<file path="config.mk">
export PLATFORM = sky130hd
export DESIGN_NAME = player_display_ctrl_flat
export DESIGN_NICKNAME = d
export VERILOG_FILES = /design/src/rtl/player_display_ctrl_pkg.sv /design/src/rtl/player_display_ctrl_if.sv /design/src/rtl/player_display_ctrl_tick_prescaler.sv /design/src/rtl/player_display_ctrl.sv /design/src/flat_wrapper.sv
export SDC_FILE = /design/constraint.sdc
export NUM_CORES = 1
export LEC_CHECK = 0
export BUFFER_PORTS_ARGS = -buffer_cell sky130_fd_sc_hd__buf_4
export CAP_MARGIN = 20
export CORE_ASPECT_RATIO = 0.9
export CORE_MARGIN = 2
export CORE_UTILIZATION = 53
export DETAILED_ROUTE_END_ITERATION = 10
export GPL_TIMING_DRIVEN = 0
export PLACE_DENSITY = 0.75
export SLEW_MARGIN = 20
export SYNTH_ARGS = -nofsm -noshare
export SYNTH_HDL_FRONTEND = slang
export SYNTH_SLANG_ARGS = --single-unit
</file>
<file path="constraint.sdc">
create_clock -name clk -period 1.74 [get_ports clk]
set_input_delay 0.174 -clock clk [delete_from_list [all_inputs] [get_ports clk]]
set_output_delay 0.174 -clock clk [all_outputs]
set_load 0.01 [all_outputs]
</file>
<file path="src/rtl/player_display_ctrl_pkg.sv">
// Shared definitions for the player-turn display controller.
//   - Display codes consumed by the downstream seven_segment decoders.
//   - FSM state encoding.
//   - Small helpers for player validation and digit formatting.
package player_display_ctrl_pkg;

    localparam logic [3:0] CODE_BLANK = 4'hE;
    localparam logic [3:0] CODE_P     = 4'hF;

    localparam logic [1:0] ST_IDLE_ENC  = 2'd0;
    localparam logic [1:0] ST_SHOW_ENC  = 2'd1;
    localparam logic [1:0] ST_BLINK_ENC = 2'd2;
    localparam logic [1:0] ST_HOLD_ENC  = 2'd3;

    typedef enum logic [1:0] {
        ST_IDLE  = ST_IDLE_ENC,
        ST_SHOW  = ST_SHOW_ENC,
        ST_BLINK = ST_BLINK_ENC,
        ST_HOLD  = ST_HOLD_ENC
    } state_t;

    // Player 3 does not exist; a load carrying it is discarded entirely.
    function automatic logic player_valid(input logic [1:0] p);
        return (p != 2'b11);
    endfunction

    function automatic logic [3:0] digit_code(input logic [1:0] p);
        return {2'b00, p};
    endfunction

endpackage

</file>
<file path="src/rtl/player_display_ctrl_if.sv">
// Command/display bundle between a game controller and player_display_ctrl.
//   load, player, win, clear : one-cycle command strobes (controller -> display ctrl)
//   hex1, hex0               : left/right digit codes for the seven_segment decoders
//   busy                     : high while the win announcement is blinking
interface player_display_ctrl_if;
    logic       load;
    logic [1:0] player;
    logic       win;
    logic       clear;
    logic [3:0] hex1;
    logic [3:0] hex0;
    logic       busy;

    modport master (
        output load, player, win, clear,
        input  hex1, hex0, busy
    );

    modport slave (
        input  load, player, win, clear,
        output hex1, hex0, busy
    );
endinterface

</file>
<file path="src/rtl/player_display_ctrl_tick_prescaler.sv">
// Blink-phase prescaler.
//   clk   : system clock
//   rst_n : asynchronous active-low reset
//   en    : count enable; low synchronously returns the count to 0
//   tick  : one-cycle pulse while the count sits at its terminal value TICK_DIV-1
module tick_prescaler #(
    parameter int TICK_DIV = 25_000_000
) (
    input  logic clk,
    input  logic rst_n,
    input  logic en,
    output logic tick
);
    localparam int CW = $clog2(TICK_DIV);
    localparam logic [CW-1:0] TERM = CW'(TICK_DIV - 1);

    logic [CW-1:0] cnt;

    always_ff @(posedge clk or negedge rst_n) begin
        if (!rst_n) begin
            cnt <= '0;
        end else if (!en) begin
            cnt <= '0;
        end else if (cnt == TERM) begin
            cnt <= '0;
        end else begin
            cnt <= cnt + 1'b1;
        end
    end

    // Not gated by en: the count is parked at 0 while disabled and
    // TICK_DIV >= 2, so the terminal value is only reachable while enabled.
    // Keeping en out of this path avoids a loop through the parent's FSM.
    assign tick = (cnt == TERM);

endmodule

</file>
<file path="src/rtl/player_display_ctrl.sv">
// Player-turn indicator driving two seven_segment decoders.
//   clk   : system clock, rising edge
//   rst_n : asynchronous active-low reset
//   bus   : slave side of player_display_ctrl_if (strobes in, hex1/hex0/busy out)
//
// state | meaning
// ------+-------------------------------------------------------------
// IDLE  | both digits blank, waiting for a valid load
// SHOW  | "P<n>" shown for the latched player
// BLINK | win announcement: display toggles each tick, busy=1
// HOLD  | announcement finished, "P<n>" held steadily
module player_display_ctrl
    import player_display_ctrl_pkg::*;
#(
    parameter int TICK_DIV      = 25_000_000,
    parameter int BLINK_TOGGLES = 6
) (
    input  logic                  clk,
    input  logic                  rst_n,
    player_display_ctrl_if.slave  bus
);
    localparam int TW = $clog2(BLINK_TOGGLES + 1);
    localparam logic [TW-1:0] LAST_TOGGLE = TW'(BLINK_TOGGLES - 1);

    state_t        state_q, state_d;
    logic [1:0]    player_q, player_d;
    logic          shown_q, shown_d;
    logic [TW-1:0] toggle_q, toggle_d;
    logic [3:0]    hex1_q, hex0_q;
    logic          busy_q;
    logic          tick;
    logic          tick_en;
    logic          load_ok;

    // Enabled only while staying in BLINK, so the count is 0 on the entry
    // edge and is returned to 0 on the very edge BLINK is left.
    assign tick_en = (state_q == ST_BLINK) && (state_d == ST_BLINK);

    tick_prescaler #(
        .TICK_DIV (TICK_DIV)
    ) u_tick (
        .clk   (clk),
        .rst_n (rst_n),
        .en    (tick_en),
        .tick  (tick)
    );

    // Priority clear > win > load: a win in the same cycle drops the load
    // even in states where the win itself has no effect.
    assign load_ok = bus.load && !bus.win && player_valid(bus.player);

    always_comb begin
        state_d  = state_q;
        player_d = player_q;
        shown_d  = shown_q;
        toggle_d = toggle_q;

        if (bus.clear) begin
            state_d  = ST_IDLE;
            shown_d  = 1'b0;
            toggle_d = '0;
        end else begin
            case (state_q)
                ST_IDLE, ST_HOLD: begin
                    if (load_ok) begin
                        state_d  = ST_SHOW;
                        player_d = bus.player;
                        shown_d  = 1'b1;
                    end
                end
                ST_SHOW: begin
                    if (bus.win) begin
                        state_d  = ST_BLINK;
                        shown_d  = 1'b0;
                        toggle_d = '0;
                    end else if (load_ok) begin
                        player_d = bus.player;
                    end
                end
                ST_BLINK: begin
                    if (tick) begin
                        if (toggle_q == LAST_TOGGLE) begin
                            // Final toggle always lands on "shown", whatever the parity.
                            state_d  = ST_HOLD;
                            shown_d  = 1'b1;
                            toggle_d = '0;
                        end else begin
                            toggle_d = toggle_q + 1'b1;
                            shown_d  = !shown_q;
                        end
                    end
                end
                default: begin
                    state_d = ST_IDLE;
                    shown_d = 1'b0;
                end
            endcase
        end
    end

    always_ff @(posedge clk or negedge rst_n) begin
        if (!rst_n) begin
            state_q  <= ST_IDLE;
            player_q <= 2'd0;
            shown_q  <= 1'b0;
            toggle_q <= '0;
            hex1_q   <= CODE_BLANK;
            hex0_q   <= CODE_BLANK;
            busy_q   <= 1'b0;
        end else begin
            state_q  <= state_d;
            player_q <= player_d;
            shown_q  <= shown_d;
            toggle_q <= toggle_d;
            hex1_q   <= shown_d ? CODE_P : CODE_BLANK;
            hex0_q   <= shown_d ? digit_code(player_d) : CODE_BLANK;
            busy_q   <= (state_d == ST_BLINK);
        end
    end

    assign bus.hex1 = hex1_q;
    assign bus.hex0 = hex0_q;
    assign bus.busy = busy_q;

endmodule

</file>
<file path="src/flat_wrapper.sv">
// flat-port wrapper written by rule: the top's interface ports become plain ports
module player_display_ctrl_flat import player_display_ctrl_pkg::*;
#(
    parameter int TICK_DIV      = 25_000_000,
    parameter int BLINK_TOGGLES = 6
)
  (clk, rst_n, bus_load, bus_player, bus_win, bus_clear, bus_hex1, bus_hex0, bus_busy);
  player_display_ctrl_if bus_i ();
  input  logic clk;
  input  logic rst_n;
  input wire logic [$bits(bus_i.load)-1:0] bus_load;
  input wire logic [$bits(bus_i.player)-1:0] bus_player;
  input wire logic [$bits(bus_i.win)-1:0] bus_win;
  input wire logic [$bits(bus_i.clear)-1:0] bus_clear;
  output wire logic [$bits(bus_i.hex1)-1:0] bus_hex1;
  output wire logic [$bits(bus_i.hex0)-1:0] bus_hex0;
  output wire logic [$bits(bus_i.busy)-1:0] bus_busy;
  assign bus_i.load = bus_load;
  assign bus_i.player = bus_player;
  assign bus_i.win = bus_win;
  assign bus_i.clear = bus_clear;
  assign bus_hex1 = bus_i.hex1;
  assign bus_hex0 = bus_i.hex0;
  assign bus_busy = bus_i.busy;
  player_display_ctrl #(.TICK_DIV(TICK_DIV), .BLINK_TOGGLES(BLINK_TOGGLES)) u_core (.clk(clk), .rst_n(rst_n), .bus(bus_i));
endmodule
</file>
==> results.md <==
- Once the floorplan was initialized, standard cells occupied 56.8% of the core.
- The sequential cells in the finished layout cover a total of 931 sq um.
- TritonCTS built the clock tree.
- The worst path buffer plus inverter count is 3.
- Wires add up to between 4000 and 5000 um.
- The clock insertion delay at the later pin of the skew report is 0.29 ns.
- The number of enable flip-flop cells after synthesis is 0.
- The number of warnings issued by yosys is 0.
- The fraction of synthesis flops using an asynchronous set or reset pin is between 90% and 100%.
- Each instance of the synthesized netlist takes up on average about 9.5 sq um.
- The number of ports placed on the die boundary is 16.
- After detailed routing, the number of remaining DRC violations is 0.
- Counting the fill cells in the layout gives between 200 and 300.
- Synthesis produced approximately 210 cells.
- Measured along the y axis, the die boundary spans about 62 um.
- For this run, the leading register cell type out of synthesis is sky130_fd_sc_hd__dfrtp_1.
- The combined area of all synthesized cells is between 1500 and 2000 sq um.
- The slew at the pin with the worst max-slew slack is approximately 0.52 ns.
- The initial antenna violation count is 0.
- The setup slack of the most critical reg-to-reg path is -0.21 ns.
- In this run the worst path has a maximum fanout of 5.
- The path class of the tightest hold or removal check is input port to flip-flop.
- The global-route met2 utilization is 36.9%.
- For met3 alone, demand over resource in global routing was under 10%.
- Traced cell by cell, the critical path runs through nor4bb_2 -> nand4_1 -> or3_4 -> buf_4 -> buf_6 -> buf_4 -> and3_2.
- The required time of the worst setup path is 1.92 ns.
- The ratio of total power to cell area is ~1100 nW/um^2.
- Setup violations remaining at the end of the flow were counted as 29.
- For this design, the slowest cell found on the critical path is sky130_fd_sc_hd__dfrtp_1.
- The global-route wire length before repair is a little over 7000 um.
- Entering global routing, the biggest net connects 38 pins.
- For this run, the total global-route usage over all layers was measured as between 20% and 30%.
- The floorplan step defined a die boundary enclosing roughly 4200 sq um.
- The worst setup path is captured at a flip-flop.
- The critical path arrival is 2.13 ns.
- The remaining global-route overflow is 0.
- The final number of max-transition violations is 0.
- The top cell family by delay on the critical path is simple AND/OR/NAND/NOR gates.
- The layout cell share with drive strength beyond 1 is between 20 and 30%.
- The number of nets with antenna violations after routing is 0.
- Input and output buffers added on the ports amount to 11.
- The maximum clock rate is ~500 MHz.
- Setup repair after global routing could not meet its margin everywhere.
- The largest stage delay on the critical path is 0.43 ns.
- The library cells used most frequently in the layout, excluding fill and tap cells, are sky130_fd_sc_hd__nor2_1, sky130_fd_sc_hd__dfrtp_1, sky130_fd_sc_hd__buf_4, sky130_fd_sc_hd__xor2_1, sky130_fd_sc_hd__nand2_1.
- The first routing iteration left approximately 80 violations.
- The congestion estimate from routability-driven global placement came to ~0.84.
- In the post-route analysis, the smallest setup slack over all paths is -0.207 ns.
- The net count of the finished layout is 253.
- The normalized max-slew margin is between 60% and 70%.
- Hold is met by 0.0935 ns.
- The placeable core region is about 3500 sq um.
- The number of global-route vias before repair is ~1500.
- In this run the static leakage power is around 1 nW.
- The flow ran to the end, but the final reports show violations.
- Across the routed clock network, the largest skew measured is approximately 0.012 ns.
- The average wire per standard cell is about 15 um.
- The final critical path time including I/O delays and setup is between 1.5 and 2 ns.
- The met1 layer usage reported by global route is between 30% and 40%.
- The count of H-tree levels built during CTS is 2.
- The total clock sinks is 37.
- The root buffer cell chosen for the clock tree is sky130_fd_sc_hd__clkbuf_8.
- The checks that failed: setup timing.
- The layer flagged by global routing as most heavily used is met2.
- The die width is around 70 um.
- Summing all multi-input logic gate instances after layout gives around 1000 sq um.
- Leaving out fill and tap cells, the most frequent cell in the layout is sky130_fd_sc_hd__nor2_1.
- After clock tree synthesis, the clock-pin slew on the worst setup and hold paths is 0.07 ns.
- The cell repeated most along the worst path is sky130_fd_sc_hd__buf_4.
- The layout-stage area growth over the synthesis result is 24.8%.
- The max-capacitance violation count is 0.
- The detailed placer's ending HPWL is 2730 um.
- The floorplan has 20 rows.
- In this run, synthesis produced a sequential element count of 37.
- The first TritonRoute pass finished after 4 iterations.
- The via density per instance is approximately 5.8.
- The type of the worst setup path is flip-flop to flip-flop.
- Synthesis instantiated between 40 and 50 different standard cells from the library.
- For the final routed database, the setup TNS stands at -3.84 ns.
- Counting the buffers created by CTS gives 5.
- The number of endpoints with negative hold slack in the final report is 0.
- The element type at the critical path start is a flip-flop.
- IR analysis of the VDD net gives a maximum drop of 0.638 mV.
- The maximum root-to-sink buffer count is 2.
- The number of vias in the routed layout is between 1500 and 2000.
- The repair_antennas step left the layout with diodes totalling 0.
- The share of the clock period used by the worst path after layout is 112%.
- Sequential elements use between 40 and 50% of the synthesized area.
[what timing repair did]
item / in CTS / in global routing
cloned: 2 / 0
hold buffers: 1 / 0
pin swaps: 9 / 0
hold endpoints to repair: 35 / 0
gates resized for setup: 11 / 7
endpoints found under the setup margin: 33 / 34
buffers inserted: 12 / 1
[routing by layer]
layer	wire length, um	vias up	share of wire, %
met5	0	-	0
met4	88	0	2.1
met3	234	16	5.6
met2	1960	64	47
met1	1920	801	46
li1	-	773	-
[kinds of logic (layout without fill, tap and decap cells)]
group	Yosys count	count (layout)	synth area share, %
and+or+nand+nor	92	92	24.0
DFF	37	37	47.3
AOI/OAI and AO/OA	31	31	10.1
xor gates and xnor gates	22	22	9.81
buffers and inverters	20	54	6.05
adders and majority gates	4	4	2.55
other	1	3	0.191
[cell usage after synthesis (2+ instances only)]
| cell type | n | share of area (%) |
|---|---|---|
| sky130_fd_sc_hd__buf_2 | 2 | 0.51 |
| sky130_fd_sc_hd__buf_4 | 5 | 1.9 |
| sky130_fd_sc_hd__nor2_1 | 34 | 6.5 |
| sky130_fd_sc_hd__and3_2 | 3 | 1.1 |
| sky130_fd_sc_hd__o211ai_1 | 2 | 0.76 |
| sky130_fd_sc_hd__and2_1 | 2 | 0.64 |
| sky130_fd_sc_hd__a31oi_1 | 2 | 0.64 |
| sky130_fd_sc_hd__nor2b_1 | 2 | 0.64 |
| sky130_fd_sc_hd__and3_1 | 3 | 0.96 |
| sky130_fd_sc_hd__nor3_1 | 6 | 1.5 |
| sky130_fd_sc_hd__nand4_1 | 5 | 1.6 |
| sky130_fd_sc_hd__a22oi_1 | 2 | 0.76 |
| sky130_fd_sc_hd__xor2_1 | 16 | 7.1 |
| sky130_fd_sc_hd__xnor2_1 | 6 | 2.7 |
| sky130_fd_sc_hd__dfrtp_1 | 35 | 45 |
| sky130_fd_sc_hd__nand3_1 | 12 | 3.1 |
| sky130_fd_sc_hd__o21ai_0 | 11 | 2.8 |
| sky130_fd_sc_hd__buf_6 | 3 | 1.7 |
| sky130_fd_sc_hd__dfstp_2 | 2 | 2.7 |
| sky130_fd_sc_hd__inv_1 | 9 | 1.7 |
| sky130_fd_sc_hd__nand2b_1 | 2 | 0.64 |
| sky130_fd_sc_hd__ha_1 | 4 | 2.5 |
| sky130_fd_sc_hd__a21oi_1 | 6 | 1.5 |
| sky130_fd_sc_hd__nand2_1 | 14 | 2.7 |
[cell type report]
class / instances / area share (%)
multi-input cells: 152 / 41.3
repair buffers: 27 / 8.53
well taps: 44 / 2.25
inverters: 9 / 1.38
clock buffers: 7 / 3.52
flip-flops and latches: 37 / 38.0
clock inverters: 1 / 1.23
plain buffers: 10 / 3.83
[power breakdown]
group / internal, mW / switching (mW) / leakage, nW
clock: 0.467 / 0.297 / 0.0585
combinational: 0.461 / 0.473 / 0.468
sequential: 0.971 / 0.0658 / 0.499
[per-stage QoR]
step | power (mW) | instance area (sq um) | std cells | utilization (%) | worst slack (ns)
floorplan | 1.56 | 2030 | 209 | - | -0.0860
global placement | 1.76 | 2160 | 264 | 62.6 | -0.242
detailed placement | 1.80 | 2160 | 264 | 62.6 | -0.322
CTS | 2.71 | 2410 | 286 | 69.9 | -0.142
global route | 2.90 | 2450 | 287 | 70.9 | -0.312
finish | 2.73 | 2450 | 287 | 70.9 | -0.207
[flip-flops by register name, summed over array words and instances (netlist names)]
name and flops:
u_core.u_tick.cnt 25, u_core.bus.hex0 3, u_core.toggle_q 3, u_core.player_q 2, u_core.state_q 2, u_core.bus.busy 1
u_core.bus.hex1 1
[final timing paths]
path / cells past startpoint / to / start
setup / recovery: 7 / u_core.u_tick.cnt[1] / u_core.u_tick.cnt[17]
hold / removal: 2 / u_core.toggle_q[0] / bus_clear
setup reg to reg: 7 / u_core.u_tick.cnt[1] / u_core.u_tick.cnt[17]
hold reg to reg: 2 / u_core.player_q[1] / u_core.player_q[1]
max in group asynchronous: 2 / u_core.u_tick.cnt[15] / rst_n
min in group asynchronous: 2 / u_core.u_tick.cnt[7] / rst_n
(Power assumes the default switching activity.)
